`config.mk`:
```
export PLATFORM = sky130hd
export DESIGN_NAME = instr_sequencer
export DESIGN_NICKNAME = d
export VERILOG_FILES = /design/src/rtl/instr_sequencer_pkg.sv /design/src/rtl/instr_decode.sv /design/src/rtl/instr_sequencer.sv
export SDC_FILE = /design/constraint.sdc
export NUM_CORES = 1
export LEC_CHECK = 0
export CAP_MARGIN = 20
export CORE_ASPECT_RATIO = 1.1
export CORE_MARGIN = 2
export CORE_UTILIZATION = 40
export DETAILED_ROUTE_END_ITERATION = 8
export PLACE_DENSITY_LB_ADDON = 0.08
export SKIP_CTS_REPAIR_TIMING = 1
export SYNTH_ARGS = -nofsm -noshare
export SYNTH_HDL_FRONTEND = slang
export SYNTH_SLANG_ARGS = --single-unit
export TNS_END_PERCENT = 1
```
`constraint.sdc`:
```
create_clock -name clock -period 4.7 [get_ports clock]
set_clock_uncertainty 0.05 [all_clocks]
set_input_delay 0.94 -clock clock [delete_from_list [all_inputs] [get_ports clock]]
set_output_delay 0.94 -clock clock [all_outputs]
set_load 0.02 [all_outputs]
```
`src/rtl/instr_sequencer_pkg.sv`:
```
// Shared opcode constants, instruction field positions, op-class and FSM state types
// for the instruction sequencer.
package instr_sequencer_pkg;

  localparam logic [5:0] OP_ADD  = 6'd0;
  localparam logic [5:0] OP_SUB  = 6'd1;
  localparam logic [5:0] OP_AND  = 6'd2;
  localparam logic [5:0] OP_OR   = 6'd3;
  localparam logic [5:0] OP_XOR  = 6'd4;
  localparam logic [5:0] OP_LOAD = 6'd5;
  localparam logic [5:0] OP_SHL  = 6'd6;
  localparam logic [5:0] OP_SHR  = 6'd7;
  localparam logic [5:0] OP_EQ   = 6'd8;
  localparam logic [5:0] OP_NE   = 6'd9;
  localparam logic [5:0] OP_LT   = 6'd10;
  localparam logic [5:0] OP_GE   = 6'd11;
  localparam logic [5:0] OP_LTU  = 6'd12;
  localparam logic [5:0] OP_GEU  = 6'd13;
  localparam logic [5:0] OP_JMP  = 6'd14;
  localparam logic [5:0] OP_JMPF = 6'd15;
  localparam logic [5:0] OP_HALT = 6'd63;

  localparam int OP_LSB  = 26;
  localparam int RD_LSB  = 22;
  localparam int RA_LSB  = 18;
  localparam int RB_LSB  = 14;
  localparam int HL_BIT  = 16;
  localparam int VAL_LSB = 0;

  typedef enum logic [2:0] {CLS_WB, CLS_FLAG, CLS_BR, CLS_HALT, CLS_ILL} op_class_e;

  typedef enum logic [2:0] {ST_FETCH, ST_DECODE, ST_EXEC, ST_COMMIT, ST_HALT} seq_state_e;

  function automatic op_class_e op_class(input logic [5:0] op);
    case (op)
      OP_ADD, OP_SUB, OP_AND, OP_OR, OP_XOR, OP_LOAD, OP_SHL, OP_SHR: return CLS_WB;
      OP_EQ, OP_NE, OP_LT, OP_GE, OP_LTU, OP_GEU:                     return CLS_FLAG;
      OP_JMP, OP_JMPF:                                                return CLS_BR;
      OP_HALT:                                                        return CLS_HALT;
      default:                                                        return CLS_ILL;
    endcase
  endfunction

endpackage

```
`src/rtl/instr_decode.sv`:
```
// Combinational instruction-word decode: op class, register indices and ALU fields.
module instr_decode
  import instr_sequencer_pkg::*;
#(
  parameter int IDX_W = 4
) (
  input  logic [31:0]      ir_i,
  output op_class_e        cls_o,
  output logic [5:0]       op_o,
  output logic [IDX_W-1:0] rd_o,
  output logic [IDX_W-1:0] ra_o,
  output logic [IDX_W-1:0] rb_o,
  output logic             highlow_o,
  output logic [15:0]      value_o
);

  assign op_o      = ir_i[OP_LSB +: 6];
  assign cls_o     = op_class(op_o);
  assign rd_o      = ir_i[RD_LSB +: IDX_W];
  assign ra_o      = ir_i[RA_LSB +: IDX_W];
  assign rb_o      = ir_i[RB_LSB +: IDX_W];
  // highlow deliberately overlaps rb; the ALU only looks at it for the load op
  assign highlow_o = ir_i[HL_BIT];
  assign value_o   = ir_i[VAL_LSB +: 16];

endmodule

```
`src/rtl/instr_sequencer.sv`:
```
// Multi-cycle fetch/decode/exec/commit sequencer driving the ALU and register file.
// Optional SEQ_ILLEGAL_TRAP_EN: ops 16-62 halt with a sticky illegal flag instead of NOP.
//   state     | meaning
//   ST_FETCH  | request mem at pc while run, capture ir on ack
//   ST_DECODE | register decoded ir fields onto rf/alu outputs
//   ST_EXEC   | sample ALU flag/branch results
//   ST_COMMIT | write back / update flags / advance pc
//   ST_HALT   | absorbing until reset
module instr_sequencer
  import instr_sequencer_pkg::*;
#(
  parameter logic [31:0] RESET_PC = 32'h0,
  parameter int          PC_STEP  = 4,
  parameter int          IDX_W    = 4
) (
  input  logic             clock,
  input  logic             reset,
  input  logic             run,
  output logic             mem_req,
  output logic [31:0]      mem_addr,
  input  logic             mem_ack,
  input  logic [31:0]      mem_rdata,
  output logic [IDX_W-1:0] rf_ra_idx,
  output logic [IDX_W-1:0] rf_rb_idx,
  output logic [IDX_W-1:0] rf_wr_idx,
  output logic             rf_we,
  output logic [5:0]       alu_instr,
  output logic [15:0]      alu_value,
  output logic             alu_highlow,
  output logic             alu_f1,
  output logic             alu_f2,
  input  logic [31:0]      alu_c,
  input  logic             alu_flag,
  input  logic             alu_addrch,
  input  logic [31:0]      alu_naddr,
  output logic [31:0]      pc,
  output logic             halted,
  output logic             illegal
);

  seq_state_e       state_q;
  op_class_e        cls_q;
  logic [31:0]      pc_q, ir_q, naddr_q;
  logic             mem_req_q, rf_we_q, f1_q, f2_q, flag_q, addrch_q, halted_q, hl_q;
  logic [IDX_W-1:0] ra_q, rb_q, rd_q;
  logic [5:0]       instr_q;
  logic [15:0]      value_q;
  logic [31:0]      pc_inc;

  op_class_e        dec_cls;
  logic [5:0]       dec_op;
  logic [IDX_W-1:0] dec_rd, dec_ra, dec_rb;
  logic             dec_hl;
  logic [15:0]      dec_value;

  instr_decode #(.IDX_W(IDX_W)) u_decode (
    .ir_i      (ir_q),
    .cls_o     (dec_cls),
    .op_o      (dec_op),
    .rd_o      (dec_rd),
    .ra_o      (dec_ra),
    .rb_o      (dec_rb),
    .highlow_o (dec_hl),
    .value_o   (dec_value)
  );

  assign pc_inc = pc_q + 32'(PC_STEP);

`ifdef SEQ_ILLEGAL_TRAP_EN
  logic illegal_q;
  assign illegal = illegal_q;
`else
  assign illegal = 1'b0;
`endif

  always_ff @(posedge clock) begin
    if (reset) begin
      state_q   <= ST_FETCH;
      cls_q     <= CLS_WB;
      pc_q      <= RESET_PC;
      ir_q      <= '0;
      naddr_q   <= '0;
      mem_req_q <= 1'b0;
      rf_we_q   <= 1'b0;
      f1_q      <= 1'b0;
      f2_q      <= 1'b0;
      flag_q    <= 1'b0;
      addrch_q  <= 1'b0;
      halted_q  <= 1'b0;
      hl_q      <= 1'b0;
      ra_q      <= '0;
      rb_q      <= '0;
      rd_q      <= '0;
      instr_q   <= '0;
      value_q   <= '0;
`ifdef SEQ_ILLEGAL_TRAP_EN
      illegal_q <= 1'b0;
`endif
    end else begin
      rf_we_q <= 1'b0;
      case (state_q)
        ST_FETCH: begin
          // an ack only counts against a request that is visible on the bus
          if (mem_req_q && mem_ack) begin
            ir_q      <= mem_rdata;
            mem_req_q <= 1'b0;
            state_q   <= ST_DECODE;
          end else begin
            mem_req_q <= run;
          end
        end
        ST_DECODE: begin
          cls_q   <= dec_cls;
          instr_q <= dec_op;
          rd_q    <= dec_rd;
          ra_q    <= dec_ra;
          rb_q    <= dec_rb;
          hl_q    <= dec_hl;
          value_q <= dec_value;
          state_q <= ST_EXEC;
        end
        ST_EXEC: begin
          flag_q   <= alu_flag;
          addrch_q <= alu_addrch;
          naddr_q  <= alu_naddr;
          rf_we_q  <= (cls_q == CLS_WB);
          state_q  <= ST_COMMIT;
        end
        ST_COMMIT: begin
          state_q   <= ST_FETCH;
          mem_req_q <= run;
          case (cls_q)
            CLS_FLAG: begin
              f1_q <= flag_q;
              f2_q <= f1_q;
              pc_q <= pc_inc;
            end
            CLS_BR:   pc_q <= addrch_q ? naddr_q : pc_inc;
            CLS_HALT: begin
              state_q   <= ST_HALT;
              halted_q  <= 1'b1;
              mem_req_q <= 1'b0;
            end
            CLS_ILL: begin
`ifdef SEQ_ILLEGAL_TRAP_EN
              state_q   <= ST_HALT;
              halted_q  <= 1'b1;
              illegal_q <= 1'b1;
              mem_req_q <= 1'b0;
`else
              pc_q <= pc_inc;
`endif
            end
            default:  pc_q <= pc_inc;
          endcase
        end
        ST_HALT:  mem_req_q <= 1'b0;
        default:  state_q <= ST_FETCH;
      endcase
    end
  end

  assign mem_req     = mem_req_q;
  assign mem_addr    = pc_q;
  assign pc          = pc_q;
  assign rf_ra_idx   = ra_q;
  assign rf_rb_idx   = rb_q;
  assign rf_wr_idx   = rd_q;
  assign rf_we       = rf_we_q;
  assign alu_instr   = instr_q;
  assign alu_value   = value_q;
  assign alu_highlow = hl_q;
  assign alu_f1      = f1_q;
  assign alu_f2      = f2_q;
  assign halted      = halted_q;

  // alu_c goes straight to the register file; the sequencer never consumes it
  logic unused_alu_c;
  assign unused_alu_c = ^alu_c;

endmodule

```
## Word level (Yosys, flattened, before mapping)

Memories as Yosys holds them, arrays and structs flattened. A register that Yosys moved wholly into a read port is not among the register bits.
Cells that the tools add are included.

- Add/sub/neg operators: 1
- Equal/unequal tests: 8
- Muxes and demuxes: 8
- Bitwise operators: 3
- Reduce and logical (&&, ||, !) cells: 10

Operators with widths:

| cell | number |
|---|---|
| 32-bit one-hot mux with 2 select lines | 1 |
| 32-bit by 3-bit adder with 32-bit output (second input constant) | 1 |
| 32-bit 2-to-1 mux | 1 |
| 3-bit one-hot mux with 5 select lines | 1 |
| 3-bit by 2-bit == test with 1-bit output (second input constant) | 4 |
| 2-bit AND reduction | 5 |
| 3-bit by 1-bit == test with 1-bit output (second input constant) | 2 |
| 3-bit logical NOT | 2 |
| 3-bit 2-to-1 mux | 2 |
| 3-bit == test (second input constant) | 1 |
| 1-bit inverter | 3 |
| 1-bit one-hot mux with 3 select lines | 1 |
| 3-bit nonzero test | 1 |
| 1-bit 2-to-1 mux | 2 |
| 2-bit inequality test (second input constant) | 1 |
| 2-bit OR reduction | 1 |
| 1-bit logical AND | 1 |

- Register bits after elaboration: 141
- ROM bits: 192
- Input port bits: 102
- Logic and storage cells: 48
- Memories kept: 1

Memory list:

| memory | words | bits a word | rd ports | clocked after memory_dff | write ports | line | text |
|---|---|---|---|---|---|---|---|
| (no name shown) | 64 | 3 | 1 | 1 | 0 | instr_sequencer_pkg.sv:35 | `case (op)` |

## Longest topological paths before layout

Gate-level depths: netlist (run 1).

- Depth in word-level cells: 3
- Depth in mapped cells: 8

## Hierarchy

Synthesis (run 1) repeated with hierarchy kept, for this count alone.

- Cells, all modules: 857
- Area total of the unflattened synthesis: 6518.8 um2

By module, submodules not included:

| module | times used | cells an instance | area an instance (um2) |
|---|---|---|---|
| instr_sequencer | 1 | 815 | 6208.5 |
| instr_decode | 1 | 42 | 310.3 |

## Least setup slack after synthesis (run 1)

No wires, ideal clock.

- Kind: input -> register
- Start point: in mem_ack
- End point: reg ir_q[10]
- Library setup time: 0.070 ns
- Data arrival time: 1.914 ns
- Required time: 4.580 ns
- Setup slack: 2.665 ns
- Stages on the path: 5
- Buffers on the path: 1
- Cell sequence: nand2_1 > nor4_1 > clkbuf_1 > nand2_1 > a21oi_1

- Longest elaborated chain between the ends: 2

Ends and longest elaborated chain:

| element | line | text |
|---|---|---|
| from (decl) | instr_sequencer.sv:21 | `input logic mem_ack,` |
| 1-bit logical AND | instr_sequencer.sv:104 | `if (mem_req_q && mem_ack) begin` |
| 2-bit AND reduction (no source line) | -- |  |
| to (signal assigned) | instr_sequencer.sv:105 | `ir_q <= mem_rdata;` |
| to (decl) | instr_sequencer.sv:43 | `logic [31:0] pc_q, ir_q, naddr_q;` |

No other way between the ends.
A chain may end at the register's enable or synchronous reset.

## Worst setup path after layout (run 1)

- Start point: reg pc_q[9], in the netlist mem_addr[9]
- End point: out pc[9]

RTL lines:

| element | line | text |
|---|---|---|
| from (decl) | instr_sequencer.sv:43 |  |
| from (signal assigned) | instr_sequencer.sv:136 | `pc_q <= pc_inc;` |
| from (signal assigned) | instr_sequencer.sv:138 | `CLS_BR: pc_q <= addrch_q ? naddr_q : pc_inc;` |
| from (signal assigned) | instr_sequencer.sv:151 | `pc_q <= pc_inc;` |
| to (decl) | instr_sequencer.sv:36 | `output logic [31:0] pc,` |

No word-level cell between the ends.

==> Flow_metrics.wiki, run 1 <==
{| class="wikitable"
! Metric !! Value
|-
| Chip Height || about 130 um
|-
| Critical path required time || between 3 and 4 ns
|-
| R2R depth || 5
|-
| Buffers added on ports || roughly 170
|-
| FFs w/ async S/R, synth || 0%
|-
| Kind of start point of the critical path || flip-flop
|-
| Portion of synthesized cell area occupied by the leading cell type || 45.5%
|-
| Number of levels in the clock H-tree || 4
|-
| Warnings from Yosys || 0
|-
| Yosys reg bits || roughly 140
|-
| Cell family with the largest share of critical-path delay || buffers and inverters
|-
| Result of the run || complete, no violations
|-
| Met3 demand-to-capacity share in global routing || under 10%
|-
| WS Path Type || flip-flop to output pin
|-
| Vias per std cell || between 5 and 6
|-
| Startpoint of the worst hold path || halted
|-
| Global placement routability congestion || 0.816
|-
| Worst-Skew Late Latency || between 0.4 and 0.5 ns
|-
| HPWL after detailed placement || roughly 11,000 um
|-
| Number of failing hold endpoints at the final stage || 0
|-
| Post-synth EDFFs || 0
|-
| Leak pwr || ~2.7 nW
|-
| Number of unique standard cell types used by synthesis || between 50 and 60
|-
| Crit path cell chain || clkdlybuf4s50_1
|-
| Met1 Usage GRT || between 20% and 30%
|-
| FP Rows || 47
|-
| TritonCTS buffer count || 17
|-
| Unrepaired setup endpoints after global routing || false
|-
| Total standard cell area after synthesis || approximately 6200 sq um
|-
| Slowest cell delay on critical path || between 0.6 and 0.7 ns
|-
| Beginning of the critical path || mem_addr[9]
|-
| Number of nets with antenna violations after routing || 0
|-
| Power density relative to cell area || ~350 nW/um^2
|-
| Commonest cells in the netlist || sky130_fd_sc_hd__nand2_1 (245), sky130_fd_sc_hd__dfxtp_1 (141), sky130_fd_sc_hd__a21oi_1 (129), sky130_fd_sc_hd__clkbuf_1 (53), sky130_fd_sc_hd__buf_4 (36)
|-
| Start of the worst register-to-register path || mem_addr[9]
|-
| Global-route total usage across every layer || 20.3%
|-
| Number of cells on the worst hold path || 2
|-
| Total count of max-transition violations in the final report || 0
|-
| Clock-pin slew reported for the worst setup and hold paths after clock tree synthesis || about 0.06 ns
|-
| Synthesized area divided by synthesized cell count || 7.58 sq um
|-
| Overflow left after global routing || 0
|-
| Final standard cell count with taps included and fillers excluded || 1,134
|-
| Fill count || ~1,400
|-
| Min-Delay Path Class || flip-flop to flip-flop
|-
| Max Fanout on Critical Path || 9
|-
| First drt pass iteration count || 5
|-
| Fraction of final layout cells sized beyond drive strength 1 || between 6 and 7%
|-
| Synthesis-to-layout area growth || 35.6%
|-
| Global routing met2 resource utilization || 35.1%
|-
| X dimension of the die || between 100 and 150 um
|-
| Mapped Nets || about 920
|-
| Cell depth of the worst setup path || 1
|-
| Final Cycle Share || ~56%
|-
| Count of endpoints failing setup in the final report || 0
|-
| Number of cells produced by synthesis || between 800 and 900
|-
| Core box area || 15,100 sq um
|-
| Total placed cells including tap cells || approximately 1,100
|-
| Number of antenna violations at the first check in global routing || 0
|-
| Slew at the pin closest to its max-slew limit || about 0.99 ns
|-
| Worst ir drop on vdd || about 280 uV
|-
| Buffers from clock root to sink, at most || 2
|-
| Global-route wire length before repair || around 27,000 um
|-
| Post-synthesis sequential area ratio || between 40% and 50%
|-
| Library cell contributing the largest single delay on the critical path || sky130_fd_sc_hd__clkdlybuf4s50_1
|-
| Antenna diode instance count || 0
|-
| Clock root buffer || sky130_fd_sc_hd__clkbuf_16
|-
| Starting density of the core || between 40% and 50%
|-
| Vias in the first global route || between 5,000 and 6,000
|-
| 1st-iter DRT viols || 416
|-
| Most used standard cell by instance count after synthesis || sky130_fd_sc_hd__nand2_1
|-
| Most area-hungry cell type in the Yosys netlist || sky130_fd_sc_hd__dfxtp_1
|-
| Clock sinks || roughly 140
|-
| Critical path capture point type || output pin
|-
| Cells taking the most area after synthesis || sky130_fd_sc_hd__dfxtp_1 (45%), sky130_fd_sc_hd__nand2_1 (15%), sky130_fd_sc_hd__a21oi_1 (10%)
|-
| Total Wirelength || approximately 17,000 um
|-
| Data arrival time of the critical path || approximately 1.7 ns
|-
| Highest attainable clock frequency || between 0.3 and 0.4 GHz
|-
| Routed vias || a little under 6,000
|-
| Busiest layer in global routing || met2
|-
| Top_reg_cell synth || sky130_fd_sc_hd__dfxtp_1
|-
| Maximum number of pins on one net before global-route repair || between 90 and 100
|-
| Area of the die || approximately 17,000 sq um
|-
| Total I/O pin count || ~210
|-
| Final net count || 1,028
|-
| Post-detailed-route wirelength per cell || approximately 15 um
|-
| Max-Cap Viols || 0
|-
| Count of buffer and inverter cells on the critical path || 1
|-
| DRC viols || 0
|-
| Rel. slew slack || around 34%
|-
| Setup tns final || 0 ns
|-
| Fin crit period || 2.64 ns
|-
| Clock tree from TritonCTS || done
|}
where the power goes:
part / switching, mW / leakage, nW / internal (mW)
clock: 0.524 / 0.295 / 0.881
combinational: 0.128 / 1.30 / 0.119
sequential: 0.0334 / 1.14 / 1.23
flip-flops by register name, indices dropped and copies added, names as in the netlist, 3 cells and up:
name,cells
alu_instr,6
alu_value,14
cls_q,3
ir_q,32
mem_addr,32
naddr_q,32
rf_ra_idx,4
rf_rb_idx,4
rf_wr_idx,4
state_q,3
metal layers:
metal,vias up,part of all wire (%)
li1,2962,-
met1,2731,42
met2,163,50
met3,14,6.4
met4,0,1.0
met5,-,0
cell usage in the layout, fill, tap and decap left out, types with 3 or more instances in the layout:
| cell type | count |
|---|---|
| sky130_fd_sc_hd__nand4_1 | 13 |
| sky130_fd_sc_hd__clkbuf_16 | 17 |
| sky130_fd_sc_hd__nor3_1 | 3 |
| sky130_fd_sc_hd__mux2i_1 | 3 |
| sky130_fd_sc_hd__bufinv_16 | 3 |
| sky130_fd_sc_hd__a22oi_1 | 4 |
| sky130_fd_sc_hd__buf_4 | 9 |
| sky130_fd_sc_hd__nand2_1 | 245 |
| sky130_fd_sc_hd__nor4_1 | 7 |
| sky130_fd_sc_hd__inv_1 | 4 |
| sky130_fd_sc_hd__or4_1 | 4 |
| sky130_fd_sc_hd__o41ai_1 | 3 |
| sky130_fd_sc_hd__mux2_2 | 4 |
| sky130_fd_sc_hd__clkinvlp_4 | 4 |
| sky130_fd_sc_hd__a32o_1 | 3 |
| sky130_fd_sc_hd__nand3_1 | 26 |
| sky130_fd_sc_hd__nor2_1 | 34 |
| sky130_fd_sc_hd__a31oi_1 | 15 |
| sky130_fd_sc_hd__or3_1 | 5 |
| sky130_fd_sc_hd__clkbuf_8 | 3 |
| sky130_fd_sc_hd__clkdlybuf4s50_1 | 172 |
| sky130_fd_sc_hd__and3_1 | 7 |
| sky130_fd_sc_hd__o21ai_0 | 19 |
| sky130_fd_sc_hd__nand3b_1 | 3 |
| sky130_fd_sc_hd__and2_1 | 4 |
| sky130_fd_sc_hd__a22o_1 | 3 |
| sky130_fd_sc_hd__dfxtp_1 | 141 |
| sky130_fd_sc_hd__a21oi_1 | 129 |
| sky130_fd_sc_hd__a21o_1 | 5 |
through the flow:
stage                     instance area, sq um  worst slack [ns]  utilization, %  total power, mW  hold WS [ns]
after floorplan                           6210              2.67               -             1.42         0.382
after global placement                    7750              1.81            51.3             1.53         0.387
after detailed placement                  7760              2.00            51.4             1.54         0.390
after CTS                                 8390              2.05            55.5             2.94         0.404
after global routing                      8420              2.00            55.7             3.02         0.424
final                                     8420              2.06            55.7             2.92         0.397
cell type report:
cell class	count	area (sq um)	share of cell area, %
well taps	196	245	2.91
clock buffers	20	467	5.54
multi-input cells	577	2870	34.1
clock inverters	12	160	1.90
inverters	5	18.8	0.223
repair buffers	183	1830	21.8
flip-flops and latches	141	2820	33.5
cell families after synthesis:
group                    Yosys count  synth area share (%)
AND/OR/NAND/NOR                  372                  26.9
AO/OA/AOI/OAI                    195                  17.6
flip-flops                       141                  45.5
buffers and inverters            101                  8.43
multiplexers                       7                  1.21
adder cells (fa/ha/maj)            1                 0.202
other                              1                0.0604
XOR/XNOR                           1                 0.141
path summary, 6_finish.rpt:
path | slack, ns | end
max reg2reg | 2.15 | mem_addr[21]
min | 0.40 | halted
max | 2.06 | pc[9]
min reg2reg | 0.40 | halted
No activity file was read; power rests on OpenSTA's default activity.
==> inputs of run 2 (changes only) <==
- clock period: 4.7 -> 2.4 ns (I/O delays scaled with it)
==> run 2 against run 1 <==
Compared with the run above: flip-flop and latch count did not move; cell count rose by 1.9%; worst hold slack improved by 0.0032 ns; count of clock-buffer cells in the layout fell by 1; critical endpoint is now mem_addr[16].
==> Flow_metrics.wiki, run 2 (same netlist as run 1, synthesis figures left out) <==
{| class="wikitable"
! Metric !! Value
|-
| Clock-pin slew reported for the worst setup and hold paths after clock tree synthesis || 0.06 ns (about the same)
|-
| Most used cells in the layout excluding fill and tap cells || sky130_fd_sc_hd__nand2_1 (245), sky130_fd_sc_hd__clkdlybuf4s50_1 (172), sky130_fd_sc_hd__dfxtp_1 (141), sky130_fd_sc_hd__a21oi_1 (129), sky130_fd_sc_hd__nor2_1 (34)
|-
| Kind of start point of the critical path || flip-flop
|-
| Leak pwr || 2.82 nW (+3.1%)
|-
| X dimension of the die || 123 um (unchanged)
|-
| Chip Height || 135 um (unchanged)
|-
| Most frequent standard cell in the layout excluding fill and tap cells || sky130_fd_sc_hd__nand2_1
|-
| HPWL after detailed placement || 12,000 um (+5.8%)
|-
| Setup tns final || 0 ns (unchanged)
|-
| Clock root buffer || sky130_fd_sc_hd__clkbuf_16
|-
| Final Cycle Share || about 90%
|-
| Critical path capture point type || flip-flop
|-
| Data arrival time of the critical path || 2.42 ns (+0.77 ns)
|-
| Slew at the pin closest to its max-slew limit || 0.623 ns (-0.367 ns)
|-
| Global placement routability congestion || 0.847 (+3.8%)
|-
| Part of the power in the clock network || 45.4% (-2.7 points)
|-
| Area of the die || 16,500 sq um (unchanged)
|-
| Slowest cell delay on critical path || 0.61 ns (-0.07 ns)
|-
| Final net count || 1,049 (+2.0%)
|-
| Library cell contributing the largest single delay on the critical path || sky130_fd_sc_hd__nor4_1
|-
| FP Rows || 47 (unchanged)
|-
| Worst-Skew Late Latency || 0.41 ns (about the same)
|-
| First drt pass iteration count || 4 (-1)
|-
| 1st-iter DRT viols || 422 (+1.4%)
|-
| Fraction of final layout cells sized beyond drive strength 1 || 8.13% (+2.0 points)
|-
| Synthesis-to-layout area growth || 37.2%
|-
| Total Wirelength || 17,000 um (+1.9%)
|-
| Number of levels in the clock H-tree || 4 (unchanged)
|-
| Global-route wire length before repair || 27,200 um (+1.1%)
|-
| Clock tree from TritonCTS || done
|-
| Total I/O pin count || 207 (unchanged)
|-
| Vias per std cell || 5.20 (+0.51%)
|-
| Maximum number of pins on one net before global-route repair || 49 (-49%)
|-
| Global-route total usage across every layer || 20.6% (+0.29 points)
|-
| Min-Delay Path Class || flip-flop to flip-flop
|-
| Rel. slew slack || 58.1% (+24 points)
|-
| Cell Area, Placed || 7960 sq um (+2.5%)
|-
| Finished layout cell area || 8520 sq um (+1.2%)
|-
| Max-Cap Viols || 0 (unchanged)
|-
| Number of failing hold endpoints at the final stage || 0 (unchanged)
|-
| P_sw || 1.34 mW (+96%)
|-
| Number of nets with antenna violations after routing || 0 (unchanged)
|-
| DRC viols || 0 (unchanged)
|-
| Clock sinks || 141 (unchanged)
|-
| TritonCTS buffer count || 17 (unchanged)
|-
| Result of the run || complete, no violations
|-
| Unrepaired setup endpoints after global routing || false
|-
| Max Fanout on Critical Path || 7 (-2)
|-
| Combinational share of power || 9.2% (+0.8 points)
|-
| Core box area || 15,100 sq um (unchanged)
|-
| Internal cell power || 4.11 mW (+84%)
|-
| Starting density of the core || 41.1% (unchanged)
|-
| Highest attainable clock frequency || 0.471 GHz
|-
| Routed vias || 6,009 (+2.4%)
|-
| Vias in the first global route || 5,596 (+1.0%)
|-
| Fin crit period || around 2.1 ns
|-
| Post-detailed-route wirelength per cell || 14.7 um (about the same)
|-
| Worst ir drop on vdd || 551 uV (+99%)
|-
| Critical path required time || 2.69 ns (-1.02 ns)
|-
| Buffers from clock root to sink, at most || 2 (unchanged)
|-
| Number of antenna violations at the first check in global routing || 0 (unchanged)
|-
| Buffers added on ports || 173 (unchanged)
|-
| Antenna diode instance count || 0 (unchanged)
|-
| Crit path cell chain || ha_1 -> nand3_1 -> nor4_1 -> nand4_1 -> a21o_1 -> a21oi_1
|-
| WS Path Type || flip-flop to flip-flop
|-
| Total count of max-transition violations in the final report || 0 (unchanged)
|-
| Power density relative to cell area || 640 nW/um^2 (+85%)
|-
| Net switching fraction of the power || 24.6% (+1.1 points)
|-
| Reg power frac || 45.4% (+2.0 points)
|-
| Fill count || 1,423 (+1.4%)
|-
| Count of endpoints failing setup in the final report || 0 (unchanged)
|-
| Overflow left after global routing || 0 (unchanged)
|}
-- run 2: cell types whose count changed in the layout (fill, tap and decap cells not counted), sizes merged --
| cell | delta |
|---|---|
| bufinv | -2 |
| clkbuf | -1 |
| clkinv | +4 |
| clkinvlp | -1 |
| buf | +21 |
-- run 2: through the flow --
stage	hold WS (ns)	util (%)	worst slack (ns)	total power [mW]	cells
floorplan	0.382	-	0.379	2.78	819
global placement	0.387	52.7	0.335	3.02	1123
detailed placement	0.389	52.7	0.290	3.03	1123
CTS	0.401	56.4	0.278	5.51	1155
global route	0.412	56.4	0.0639	5.65	1155
finish	0.400	56.4	0.278	5.45	1155
-- run 2: area by class of cell --
type                    count  area [sq um]  area share (%)
multi-input cells         577          2870            33.7
flip-flops and latches    141          2820            33.1
repair buffers            204          2000            23.5
clock buffers              19           443            5.20
well taps                 196           245            2.88
clock inverters            13           116            1.37
inverters                   5          18.8           0.220
-- run 2: layer usage --
metal / GRT usage [%] / wire [um] / vias to the layer above
li1: - / - / 3021
met1: 24.4 / 7120 / 2799
met2: 35.6 / 8540 / 164
met3: 4.94 / 1010 / 25
met4: 8.24 / 298 / 0
met5: 0 / 0 / -
-- run 2: final timing paths --
path / to / cells past startpoint / startpoint / slack, ns
min reg2reg: halted / 2 / halted / 0.40
max reg2reg: mem_addr[16] / 6 / mem_addr[2] / 0.28
min: halted / 2 / halted / 0.40
max: mem_addr[16] / 6 / mem_addr[2] / 0.28
-- run 2: power groups by stage --
stage | clock network [mW] | logic [mW] | registers, mW
after global placement | 0 | 0.495 | 2.52
after global routing | 2.62 | 0.545 | 2.49
after floorplan | 0 | 0.253 | 2.53
after detailed placement | 0 | 0.502 | 2.53
final | 2.47 | 0.499 | 2.48
after CTS | 2.53 | 0.504 | 2.48
-- run 2: worst max-delay path, delay by kind of cell, from the launching register on --
kind	cells	cell delay [ns]
adders and majority gates	1	0.27
and+or+nand+nor	3	0.93
DFF	1	0.48
AOI/OAI and AO/OA	2	0.33
==> inputs of run 3 (changes only) <==
- MAX_ROUTING_LAYER: unset -> met4
==> run 3 against run 2 <==
Compared with the run above: combinational power barely moved; critical path type unchanged; final area did not move; register-to-register slack is essentially flat; sequential share of layout area unchanged; cell count did not move; first-iteration DRC count increased by 4.0%; worst hold slack lost 0.00090 ns; via count increased by 0.62%; flip-flop and latch count is the same; count of clock-buffer cells in the layout unchanged; global-route usage is 0.65 points higher; highest routed layer unchanged; wire length increased by 0.31%.
==> Flow_metrics.wiki, run 3 (same netlist as run 1, synthesis figures left out) <==
{| class="wikitable"
! Metric !! Value
|-
| Result of the run || complete, no violations
|-
| Critical path required time || 2.69 ns (about the same)
|-
| Antenna diode instance count || 0 (unchanged)
|-
| Worst-Skew Late Latency || 0.41 ns (about the same)
|-
| Worst hold margin || 0.399 ns (-0.000899 ns)
|-
| Number of failing hold endpoints at the final stage || 0 (unchanged)
|-
| Slowest cell delay on critical path || 0.50 ns (-0.11 ns)
|-
| Vias in the first global route || 5,563 (-0.59%)
|-
| Buffers from clock root to sink, at most || 2 (unchanged)
|-
| Fraction of final layout cells sized beyond drive strength 1 || 8.13% (unchanged)
|-
| Slew at the pin closest to its max-slew limit || 0.601 ns (-0.0224 ns)
|-
| Routed vias || 6,046 (+0.62%)
|-
| Final standard cell count with taps included and fillers excluded || 1,155 (unchanged)
|-
| Worst ir drop on vdd || 547 uV (-0.79%)
|-
| Global-route total usage across every layer || 21.3% (+0.65 points)
|-
| Number of levels in the clock H-tree || 4 (unchanged)
|-
| Total placed cells including tap cells || 1,123 (unchanged)
|-
| Crit path cell chain || nand4_2 -> nor4_4 -> buf_4 -> nand2_1 -> or4_1 -> a31oi_1
|-
| Final Core Density || 56.4% (unchanged)
|-
| Worst-case setup margin in the final layout || 0.290 ns (+0.0112 ns)
|-
| 1st-iter DRT viols || 439 (+4.0%)
|-
| Highest attainable clock frequency || 0.474 GHz (+0.53%)
|-
| Area of the die || 16,500 sq um (unchanged)
|-
| Data arrival time of the critical path || 2.40 ns (-0.02 ns)
|-
| Max Fanout on Critical Path || 12 (+5)
|-
| Finished layout cell area || 8520 sq um (unchanged)
|-
| Maximum number of pins on one net before global-route repair || 49 (unchanged)
|-
| Most frequent standard cell in the layout excluding fill and tap cells || sky130_fd_sc_hd__nand2_1
|-
| Post-detailed-route wirelength per cell || 14.7 um (+0.31%)
|-
| Clock tree from TritonCTS || done
|-
| HPWL after detailed placement || 12,000 um (unchanged)
|-
| Chip Height || 135 um (unchanged)
|-
| Clock sinks || 141 (unchanged)
|-
| Max-Cap Viols || 0 (unchanged)
|-
| Count of endpoints failing setup in the final report || 0 (unchanged)
|-
| DRC viols || 0 (unchanged)
|-
| Vias per std cell || 5.23 (+0.62%)
|-
| X dimension of the die || 123 um (unchanged)
|-
| Buffers added on ports || 173 (unchanged)
|-
| Core box area || 15,100 sq um (unchanged)
|-
| Clock root buffer || sky130_fd_sc_hd__clkbuf_16
|-
| WS Path Type || flip-flop to flip-flop
|-
| Rel. slew slack || 59.6% (+1.5 points)
|-
| Power density relative to cell area || 640 nW/um^2 (about the same)
|-
| Number of antenna violations at the first check in global routing || 0 (unchanged)
|-
| FP Rows || 47 (unchanged)
|-
| Total count of max-transition violations in the final report || 0 (unchanged)
|-
| Starting density of the core || 41.1% (unchanged)
|-
| Number of nets with antenna violations after routing || 0 (unchanged)
|-
| Overall power after layout || 5.45 mW (about the same)
|-
| Fin crit period || 2.11 ns (-0.0112 ns)
|-
| Final Cycle Share || 87.9% (-0.47 points)
|-
| Most used cells in the layout excluding fill and tap cells || sky130_fd_sc_hd__nand2_1 (245), sky130_fd_sc_hd__clkdlybuf4s50_1 (172), sky130_fd_sc_hd__dfxtp_1 (141), sky130_fd_sc_hd__a21oi_1 (129), sky130_fd_sc_hd__nor2_1 (34)
|-
| Leak pwr || 2.82 nW (unchanged)
|-
| Setup tns final || 0 ns (unchanged)
|-
| Unrepaired setup endpoints after global routing || false
|-
| Cell Area, Placed || 7960 sq um (unchanged)
|-
| Worst slack, placed || 0.290 ns (unchanged)
|-
| Global placement routability congestion || 0.860 (+1.6%)
|-
| Library cell contributing the largest single delay on the critical path || sky130_fd_sc_hd__or4_1
|-
| Fill count || 1,423 (unchanged)
|-
| First drt pass iteration count || 4 (unchanged)
|-
| Critical path capture point type || flip-flop
|-
| Clock-pin slew reported for the worst setup and hold paths after clock tree synthesis || 0.06 ns (about the same)
|-
| Final net count || 1,049 (unchanged)
|-
| Synthesis-to-layout area growth || 37.2% (unchanged)
|-
| Global-route wire length before repair || 27,200 um (about the same)
|-
| Min-Delay Path Class || flip-flop to flip-flop
|-
| Overflow left after global routing || 0 (unchanged)
|-
| TritonCTS buffer count || 17 (unchanged)
|-
| Total I/O pin count || 207 (unchanged)
|-
| Total Wirelength || 17,000 um (+0.31%)
|-
| Kind of start point of the critical path || flip-flop
|}
-- run 3: worst paths after layout --
| check | slack (ns) | startpoint | cells after the start | endpoint |
|---|---|---|---|---|
| setup / recovery | 0.29 | mem_addr[2] | 6 | mem_addr[31] |
| hold / removal | 0.40 | halted | 2 | halted |
| setup reg to reg | 0.29 | mem_addr[2] | 6 | mem_addr[31] |
| hold reg to reg | 0.40 | halted | 2 | halted |
-- run 3: cell type report --
cell class                 count  area [sq um]  share of cell area, %
inverter                       5          18.8                  0.220
sequential                   141          2820                   33.1
clock buffer                  19           443                   5.20
timing repair buffer         204          2000                   23.5
multi-input combinational    577          2870                   33.7
clock inverter                13           116                   1.37
tap                          196           245                   2.88
-- run 3: report_power, final --
| part | switching [mW] | internal, mW | total [mW] |
|---|---|---|---|
| clock | 1.02 | 1.45 | 2.47 |
| combinational | 0.259 | 0.241 | 0.500 |
| sequential | 0.0621 | 2.41 | 2.48 |
| total | 1.34 | 4.11 | 5.45 |
-- run 3: critical path: cells and delay by family, from the launching register on --
kind            cells  cell delay, ns
flops               1            0.49
buf+inv             1            0.26
compound gates      1            0.13
simple gates        4            1.12
-- run 3: routing by layer --
metal	vias up	track usage (%)	share of wire (%)
li1	3017	-	-
met1	2825	24.5	42
met2	170	35.6	50
met3	34	5.74	5.9
met4	0	6.90	1.8
met5	-	-	0
